--- src/rtl/cpu_mem_pkg.sv ---
// Shared types for the CPU memory-port arbiter: FSM states, requester ids and counter width.
package cpu_mem_pkg;

  typedef enum logic [1:0] {IDLE, ISSUE, WAIT} arb_state_t;
  typedef enum logic {REQ_IF, REQ_D} req_id_t;

  localparam int ERR_CNT_W = 8;

endpackage

--- src/rtl/rr_arb2.sv ---
// Two-way round-robin grant (bit 0 = IF, bit 1 = D); combinational one-hot grant, zero when en is low.
// last_grant advances on every grant so the other requester wins the next contention.
module rr_arb2
  import cpu_mem_pkg::*;
(
  input  logic       clk,
  input  logic       reset,
  input  logic [1:0] valid,
  input  logic       en,
  output logic [1:0] grant
);

  req_id_t last_grant;

  always_comb begin
    grant = 2'b00;
    if (en) begin
      if (valid == 2'b11) begin
        grant = (last_grant == REQ_IF) ? 2'b10 : 2'b01;
      end else begin
        grant = valid;
      end
    end
  end

  always_ff @(posedge clk) begin
    if (reset) begin
      last_grant <= REQ_IF;
    end else if (grant[1]) begin
      last_grant <= REQ_D;
    end else if (grant[0]) begin
      last_grant <= REQ_IF;
    end
  end

endmodule

--- src/rtl/mem_port_arbiter.sv ---
// Shares one memory port between fetch and data requesters; one outstanding transaction, 3-cycle minimum accept-to-response.
// Requesters are held off (ready low) outside IDLE; the memory request holds stable until mem_req_ready; a watchdog forces an error response.
module mem_port_arbiter
  import cpu_mem_pkg::*;
#(
  parameter int ADDR_W  = 32,
  parameter int DATA_W  = 32,
  parameter int TIMEOUT = 64
) (
  input  logic                 clk,
  input  logic                 reset,

  input  logic                 if_req_valid,
  output logic                 if_req_ready,
  input  logic [ADDR_W-1:0]    if_addr,
  output logic                 if_rsp_valid,
  output logic [DATA_W-1:0]    if_rsp_data,
  output logic                 if_rsp_err,

  input  logic                 d_req_valid,
  output logic                 d_req_ready,
  input  logic [ADDR_W-1:0]    d_addr,
  input  logic                 d_we,
  input  logic [DATA_W-1:0]    d_wdata,
  input  logic [DATA_W/8-1:0]  d_be,
  output logic                 d_rsp_valid,
  output logic [DATA_W-1:0]    d_rsp_data,
  output logic                 d_rsp_err,

  output logic                 mem_req_valid,
  input  logic                 mem_req_ready,
  output logic [ADDR_W-1:0]    mem_addr,
  output logic                 mem_we,
  output logic [DATA_W-1:0]    mem_wdata,
  output logic [DATA_W/8-1:0]  mem_be,
  input  logic                 mem_rsp_valid,
  input  logic [DATA_W-1:0]    mem_rsp_data,

  output logic [ERR_CNT_W-1:0] err_count
);

  localparam logic [7:0] TO = 8'(TIMEOUT);

  arb_state_t          state_q, state_d;
  req_id_t             owner_q;
  logic [1:0]          grant;
  logic                grant_en;
  logic [ADDR_W-1:0]   addr_q;
  logic                we_q;
  logic [DATA_W-1:0]   wdata_q;
  logic [DATA_W/8-1:0] be_q;
  logic [7:0]          wd_q;
  logic                timed_out;
  logic [1:0]          rsp_vld_q;
  logic [DATA_W-1:0]   rsp_data_q;
  logic                rsp_err_q;

  // Grant is suppressed during reset so no request is accepted in a cycle that gets discarded.
  assign grant_en = (state_q == IDLE) && !reset;

  rr_arb2 u_arb (
    .clk   (clk),
    .reset (reset),
    .valid ({d_req_valid, if_req_valid}),
    .en    (grant_en),
    .grant (grant)
  );

  assign if_req_ready = grant[0];
  assign d_req_ready  = grant[1];
  assign timed_out    = (state_q == WAIT) && !mem_rsp_valid && (wd_q == TO);

  always_ff @(posedge clk) begin
    if (reset) begin
      state_q <= IDLE;
    end else begin
      state_q <= state_d;
    end
  end

  always_comb begin
    state_d       = state_q;
    mem_req_valid = 1'b0;
    case (state_q)
      IDLE: begin
        if (grant != 2'b00) state_d = ISSUE;
      end
      ISSUE: begin
        mem_req_valid = 1'b1;
        if (mem_req_ready) state_d = WAIT;
      end
      WAIT: begin
        if (mem_rsp_valid || timed_out) state_d = IDLE;
      end
      default: state_d = IDLE;
    endcase
  end

  // Fetches are always full-word reads.
  always_ff @(posedge clk) begin
    if (reset) begin
      owner_q <= REQ_IF;
      addr_q  <= '0;
      we_q    <= 1'b0;
      wdata_q <= '0;
      be_q    <= '0;
    end else if (grant != 2'b00) begin
      owner_q <= grant[1] ? REQ_D : REQ_IF;
      addr_q  <= grant[1] ? d_addr : if_addr;
      we_q    <= grant[1] & d_we;
      wdata_q <= grant[1] ? d_wdata : '0;
      be_q    <= grant[1] ? d_be : '1;
    end
  end

  assign mem_addr  = addr_q;
  assign mem_we    = we_q;
  assign mem_wdata = wdata_q;
  assign mem_be    = be_q;

  always_ff @(posedge clk) begin
    if (reset || state_q != WAIT) begin
      wd_q <= '0;
    end else begin
      wd_q <= wd_q + 8'd1;
    end
  end

  // A response in the same cycle the watchdog expires takes priority over the timeout.
  always_ff @(posedge clk) begin
    if (reset) begin
      rsp_vld_q  <= 2'b00;
      rsp_data_q <= '0;
      rsp_err_q  <= 1'b0;
      err_count  <= '0;
    end else begin
      rsp_vld_q <= 2'b00;
      if (state_q == WAIT && mem_rsp_valid) begin
        rsp_vld_q  <= {owner_q == REQ_D, owner_q == REQ_IF};
        rsp_data_q <= we_q ? '0 : mem_rsp_data;
        rsp_err_q  <= 1'b0;
      end else if (timed_out) begin
        rsp_vld_q  <= {owner_q == REQ_D, owner_q == REQ_IF};
        rsp_data_q <= '0;
        rsp_err_q  <= 1'b1;
        if (err_count != '1) err_count <= err_count + 1'b1;
      end
    end
  end

  assign if_rsp_valid = rsp_vld_q[0];
  assign if_rsp_data  = rsp_vld_q[0] ? rsp_data_q : '0;
  assign if_rsp_err   = rsp_vld_q[0] & rsp_err_q;
  assign d_rsp_valid  = rsp_vld_q[1];
  assign d_rsp_data   = rsp_vld_q[1] ? rsp_data_q : '0;
  assign d_rsp_err    = rsp_vld_q[1] & rsp_err_q;

endmodule
--- config.mk ---
export PLATFORM = sky130hd
export DESIGN_NAME = mem_port_arbiter
export DESIGN_NICKNAME = d
export VERILOG_FILES = /design/src/rtl/cpu_mem_pkg.sv /design/src/rtl/rr_arb2.sv /design/src/rtl/mem_port_arbiter.sv
export SDC_FILE = /design/constraint.sdc
export NUM_CORES = 1
export LEC_CHECK = 0
export CELL_PAD_IN_SITES_DETAIL_PLACEMENT = 1
export CELL_PAD_IN_SITES_GLOBAL_PLACEMENT = 1
export CORE_MARGIN = 2
export CORE_UTILIZATION = 29
export CTS_BUF_LIST = sky130_fd_sc_hd__clkbuf_8
export DETAILED_ROUTE_END_ITERATION = 8
export PLACE_DENSITY = 0.95
export RECOVER_POWER = 50
export SYNTH_ARGS = -nofsm -noshare
export SYNTH_HDL_FRONTEND = slang
export SYNTH_SLANG_ARGS = --single-unit
--- constraint.sdc ---
create_clock -name clk -period 5.5 [get_ports clk]
set_input_delay 0.55 -clock clk [delete_from_list [all_inputs] [get_ports clk]]
set_output_delay 0.55 -clock clk [all_outputs]
set_load 0.005 [all_outputs]
# Yosys cells after proc, flatten, opt, wreduce, memory -nomap -nowiden

Index checks and enable logic that the tools add are counted.

Bits of input ports: 139
Word-level logic and storage cells: 63
Register bits: 124
Output and inout port bits: 148

Bitwise logic cells: 5
Multiplexer cells: 21
$add $sub $neg: 2
Equality and inequality tests: 9
Reduce and logical (&&, ||, !) cells: 14

Operators with widths:

| cell                | number |
|---|---|
| $mux 32             | 7 |
| $add 8x1->8 const B | 2 |
| $mux 2              | 8 |
| $eq 8x7->1 const B  | 1 |
| $ne 8x8->1 const B  | 1 |
| $pmux 2 s3          | 1 |
| $reduce_and 3->1    | 2 |
| $eq 2x2->1 const B  | 2 |
| $logic_and 1x1->1   | 4 |
| $mux 1              | 4 |
| $mux 4              | 1 |
| $ne 2x1->1 const B  | 2 |
| $ne 2x2->1 const B  | 2 |
| $reduce_bool 2->1   | 2 |
| $and 1x1->1         | 3 |
| $eq 2x1->1 const B  | 1 |
| $logic_not 1->1     | 2 |
| $logic_not 2->1     | 1 |
| $logic_or 1x1->1    | 2 |
| $not 1->1           | 2 |
| $reduce_or 2->1     | 1 |

# Depth between registers and ports, before layout

Depth after elaboration: 6
Mapped depth: 8
Mapped depth without buffers: 6

# Modules after synthesis

From an unflattened synthesis, not the netlist that was laid out.

Cell total of the unflattened synthesis: 606
Area, all modules: 5197.5 µm²

By module, submodules not included:

| module           | area an instance (µm²) | times used | cells each | sequential area each (µm²) |
|---|---|---|---|---|
| mem_port_arbiter | 5142.4                 | 1          | 598        | 2462.4 |
| rr_arb2          | 55.1                   | 1          | 8          | 20.0 |

# Least setup slack after synthesis

No wires, ideal clock.

Kind: input-to-output
Start point: in reset
End point: out d_req_ready
Path buffers: 2
Required time: 4.950 ns
Stages on the path: 5
Arrival time: 1.540 ns
Slack: 3.410 ns
Cell sequence: clkbuf_1 -> nor3_1 -> nand3_1 -> inv_1 -> buf_2

Longest elaborated chain between the ends: 3

RTL lines:

| element           | RTL line               | source |
|---|---|---|
| from (decl)       | mem_port_arbiter.sv:11 | `input logic reset,` |
| $logic_not 1->1   | mem_port_arbiter.sv:59 | `assign grant_en = (state_q == IDLE) && !reset;` |
| $logic_and 1x1->1 | mem_port_arbiter.sv:59 |  |
| $mux 2            | rr_arb2.sv:17          | `if (en) begin` |
| to (decl)         | mem_port_arbiter.sv:21 | `output logic d_req_ready,` |

Every way passes these cells.

# Worst setup path after layout

Start point: in if_req_valid
End point: out d_req_ready

Longest elaborated chain between the ends: 3

RTL lines:

| element     | RTL line               | source |
|---|---|---|
| from (decl) | mem_port_arbiter.sv:13 | `input logic if_req_valid,` |
| $eq 2x2->1  | rr_arb2.sv:18          | `if (valid == 2'b11) begin` |
| $mux 2      | rr_arb2.sv:18          |  |
| $mux 2      | rr_arb2.sv:17          |  |

Every way passes these cells.

==> impl_results.md <==
- Initial antenna violation count: 1
- Max-slew violation count: 38
- Avg Cell Area, Syn: 8.37 um^2
- H-tree depth: 4
- Net load switching power: 0.507 mW
- WP data arrival: 3.45 ns
- Distinct cells, synth: 43
- Port bufs: 286
- FF-to-FF setup slack: approximately 2.4 ns
- Area of the multi-input gates: 0.00236 mm^2
- Placer congestion estimate: between 0.7 and 0.8
- Worst r2r src: state_q[1]
- CTS Buf Count: 17
- Hold WC Path Type: register to register
- Failing checks: capacitance limit, slew limit
- Post-synthesis sequential area ratio: 49.0%
- Syn_nets: 742
- Crit path time final: about 4.0 ns
- CP Launch Type: primary input
- Antenna-violating nets left: 0
- Worst skew pair latency: between 0.4 and 0.5 ns
- Chip width: 136 um
- Primary FF master, synth: dfxtp_1
- Most frequent cells in the layout: 206 x clkdlybuf4s50_1, 123 x dfxtp_1, 100 x nand2_1
- Crit path largest cell delay: 1.19 ns
- DRC violations left: 0
- Initial core utilization: between 20 and 30%
- First drt pass iteration count: 4
- Die area: 0.0184 mm^2
- Clk sinks: ~120
- Outcome: finished with violations
- Critical path class: primary input to output port
- Metal-1 WL: approximately 7400 um
- Fmax: ~250 MHz
- Worst slack, placed: ~2.5 ns
- Fill cells: approximately 2000
- Antenna Cells: 0
- Hpwl dp: around 14000 um
- Worst Path Max Fanout: 37
- Clock buffer depth: 2
- Final WL: approximately 19000 um
- First-pass GRT wire length: slightly below 30000 um
- Hold depth: 1
- Yosys warns: 0
- RSZ-0062 raised after global routing: false
- Peak VDD IR: approximately 150 uV
- Synth async-reset ratio: 0%
- Rows: 48
- Clock network fraction of total power: about two fifths
- Finish-stage setup viols: 0
- EDFF count, synth: 0
- P_leak: roughly 3.3 nW
- Area leader, netlist: dfxtp_1
- Max cap viols: 1
- Sequential share of power: between 40% and 50%
- Final Net Count: about 1000
- Grt total ovfl: 0
- # resized after CTS: 0
- Setup TNS: 0 ns
- Layout area overhead: 67.6%
- Clock-pin slew on the worst setup and hold paths: around 0.06 ns
- DR top layer: met4
- Cell-internal power: around 1.6 mW
- Comb pwr share: about 15%
- Synth Register Bits: approximately 120
- Share of layout cells above drive strength 1: 4.12%
- Post-Syn Area: 0.00502 mm^2
- Reg2Reg Depth: 7
- DIE HEIGHT: between 100 and 150 um
- Final hold vios: 0
- Core Area: ~0.017 mm^2
- Setup crit end kind: output port
- Slew headroom: -10.9%
- Setup slack after layout: around 1.5 ns
- Clock Skew: 0.0108 ns
- Largest net degree at the start of global routing: 60
- 1st-iter DRT viols: about 220
- FF/Latch Area: about 0.0025 mm^2
- GRT Util Overall: between 20% and 30%
- CP Cell Sequence: dlygate4sd3_1 -> nand2_1 -> nand3_1 -> clkbuf_1 -> inv_2 -> clkdlybuf4s50_1
- Vias: 5401
- Power per cell area: 252 mW/mm^2
- Area contributors post-synth: dfxtp_1 49%, and2_1 8.3%, nand2_1 7.5%, o21ai_0 6.2%, a22o_1 4.5%
- Met2 WL: 9440 um
- Min-Delay Startpoint: mem_wdata[8]
- CP max stage cell: clkbuf_1
- Clock root buffer master: clkbuf_8
- Cells after synthesis: 600
- Vias in the first global route: between 5000 and 6000
- Metal3 WL: between 1500 and 2000 um
- Min-Delay Endpoint: mem_wdata[8]
- CTS tree: yes
- Worst reg2reg path endpoint: mem_wdata[4]
- Required @ worst endpoint: 4.95 ns
- Switching part of the total: approximately a quarter
- Routed wire length per instance: approximately 17 um
- Postcts setup bufs: 0
- I/O Pins: around 290
- Commonest non-fill, non-tap cell in the layout: clkdlybuf4s50_1
- Tcrit/Tclk final: between 70 and 80%
- Routed vias/inst: 4.91
- # hold bufs at CTS: 0
- Share of Yosys cell area claimed by the top area cell type: between 40% and 50%
- Worst slew pin tran: 1.66 ns
Yosys cell counts, types with 2 or more instances:
library cell	number
a21oi_1	39
a22o_1	26
a22oi_1	8
a311oi_1	4
a31oi_1	28
and2_1	67
and3_1	4
buf_2	7
clkbuf_1	39
dfxtp_1	123
ha_1	3
inv_1	6
nand2_1	100
nand2b_1	3
nand3_1	9
nand4_1	2
nor2_1	26
nor2b_1	2
nor3_1	2
nor3b_1	2
nor4_1	2
o21a_1	2
o21ai_0	62
o22ai_1	4
o31ai_1	3
o41ai_1	2
or3_1	4
or4_1	2
xor2_1	5
worst max-delay path: cells and delay by family:
kind / cells / cell delay, ns
buffers and inverters: 4 / 2.73
and+or+nand+nor: 2 / 0.16
routing by layer:
metal | global-route usage [%] | vias up
li1 | - | 2601
met2 | 36.0 | 213
met5 | 0 | -
met3 | 7.63 | 26
met1 | 22.4 | 2561
met4 | 6.71 | 0
through the flow:
step / util (%) / area [um^2] / hold WS [ns] / total power, mW / cells
4_1_cts: 49.2 / 8430 / 0.482 / 2.17 / 1099
3_3_place_gp: 46.8 / 8020 / 0.456 / 1.31 / 1068
6_report: 49.2 / 8420 / 0.471 / 2.12 / 1099
2_1_floorplan: - / 5020 / 0.449 / 1.09 / 600
5_1_grt: 49.2 / 8420 / 0.485 / 2.22 / 1099
3_5_place_dp: 46.8 / 8020 / 0.458 / 1.32 / 1068
sequential cells by signal, indices dropped and copies added, names as in the netlist, 2 cells and up:
register and count:
mem_addr 32, mem_wdata 32, rsp_data_q 32, err_count 8, wd_q 8, mem_be 4, rsp_vld_q 2, state_q 2
layout make-up:
| cell class | count | area share (%) |
|---|---|---|
| Clock buffer | 18 | 2.94 |
| Clock inverter | 13 | 1.90 |
| Inverter | 6 | 0.267 |
| Multi-Input combinational cell | 423 | 28.0 |
| Sequential cell | 123 | 29.2 |
| Tap cell | 225 | 3.34 |
| Timing Repair Buffer | 291 | 34.3 |
power groups by stage:
stage                     logic (mW)  registers [mW]  clock network, mW
after CTS                      0.332           0.968              0.868
final                          0.311           0.965              0.844
after floorplan                0.105           0.984                  0
after global routing           0.340           0.970              0.908
after global placement         0.321           0.985                  0
after detailed placement       0.330           0.987                  0
logic make-up (layout without fill, tap and decap cells):
family	count (synthesis)	count (layout)	share of synthesized area [%]
xor+xnor	6	6	1.05
fa+ha+maj	3	3	0.747
compound gates	185	185	22.7
simple gates	229	229	22.3
flops	123	123	49.0
buf+inv	54	328	4.23
worst max path at each step:
stage / from / end / slack (ns) / depth (start not counted)
detailed placement: d_req_valid / mem_wdata[31] / 2.54 / 5
floorplan: reset / d_req_ready / 3.41 / 5
global placement: if_req_valid / d_req_ready / 2.65 / 6
global route: if_req_valid / d_req_ready / 1.24 / 6
CTS: state_q[1] / d_req_ready / 2.51 / 5
finish: if_req_valid / d_req_ready / 1.50 / 6
Note: power is estimated with default switching activity, not from simulation.
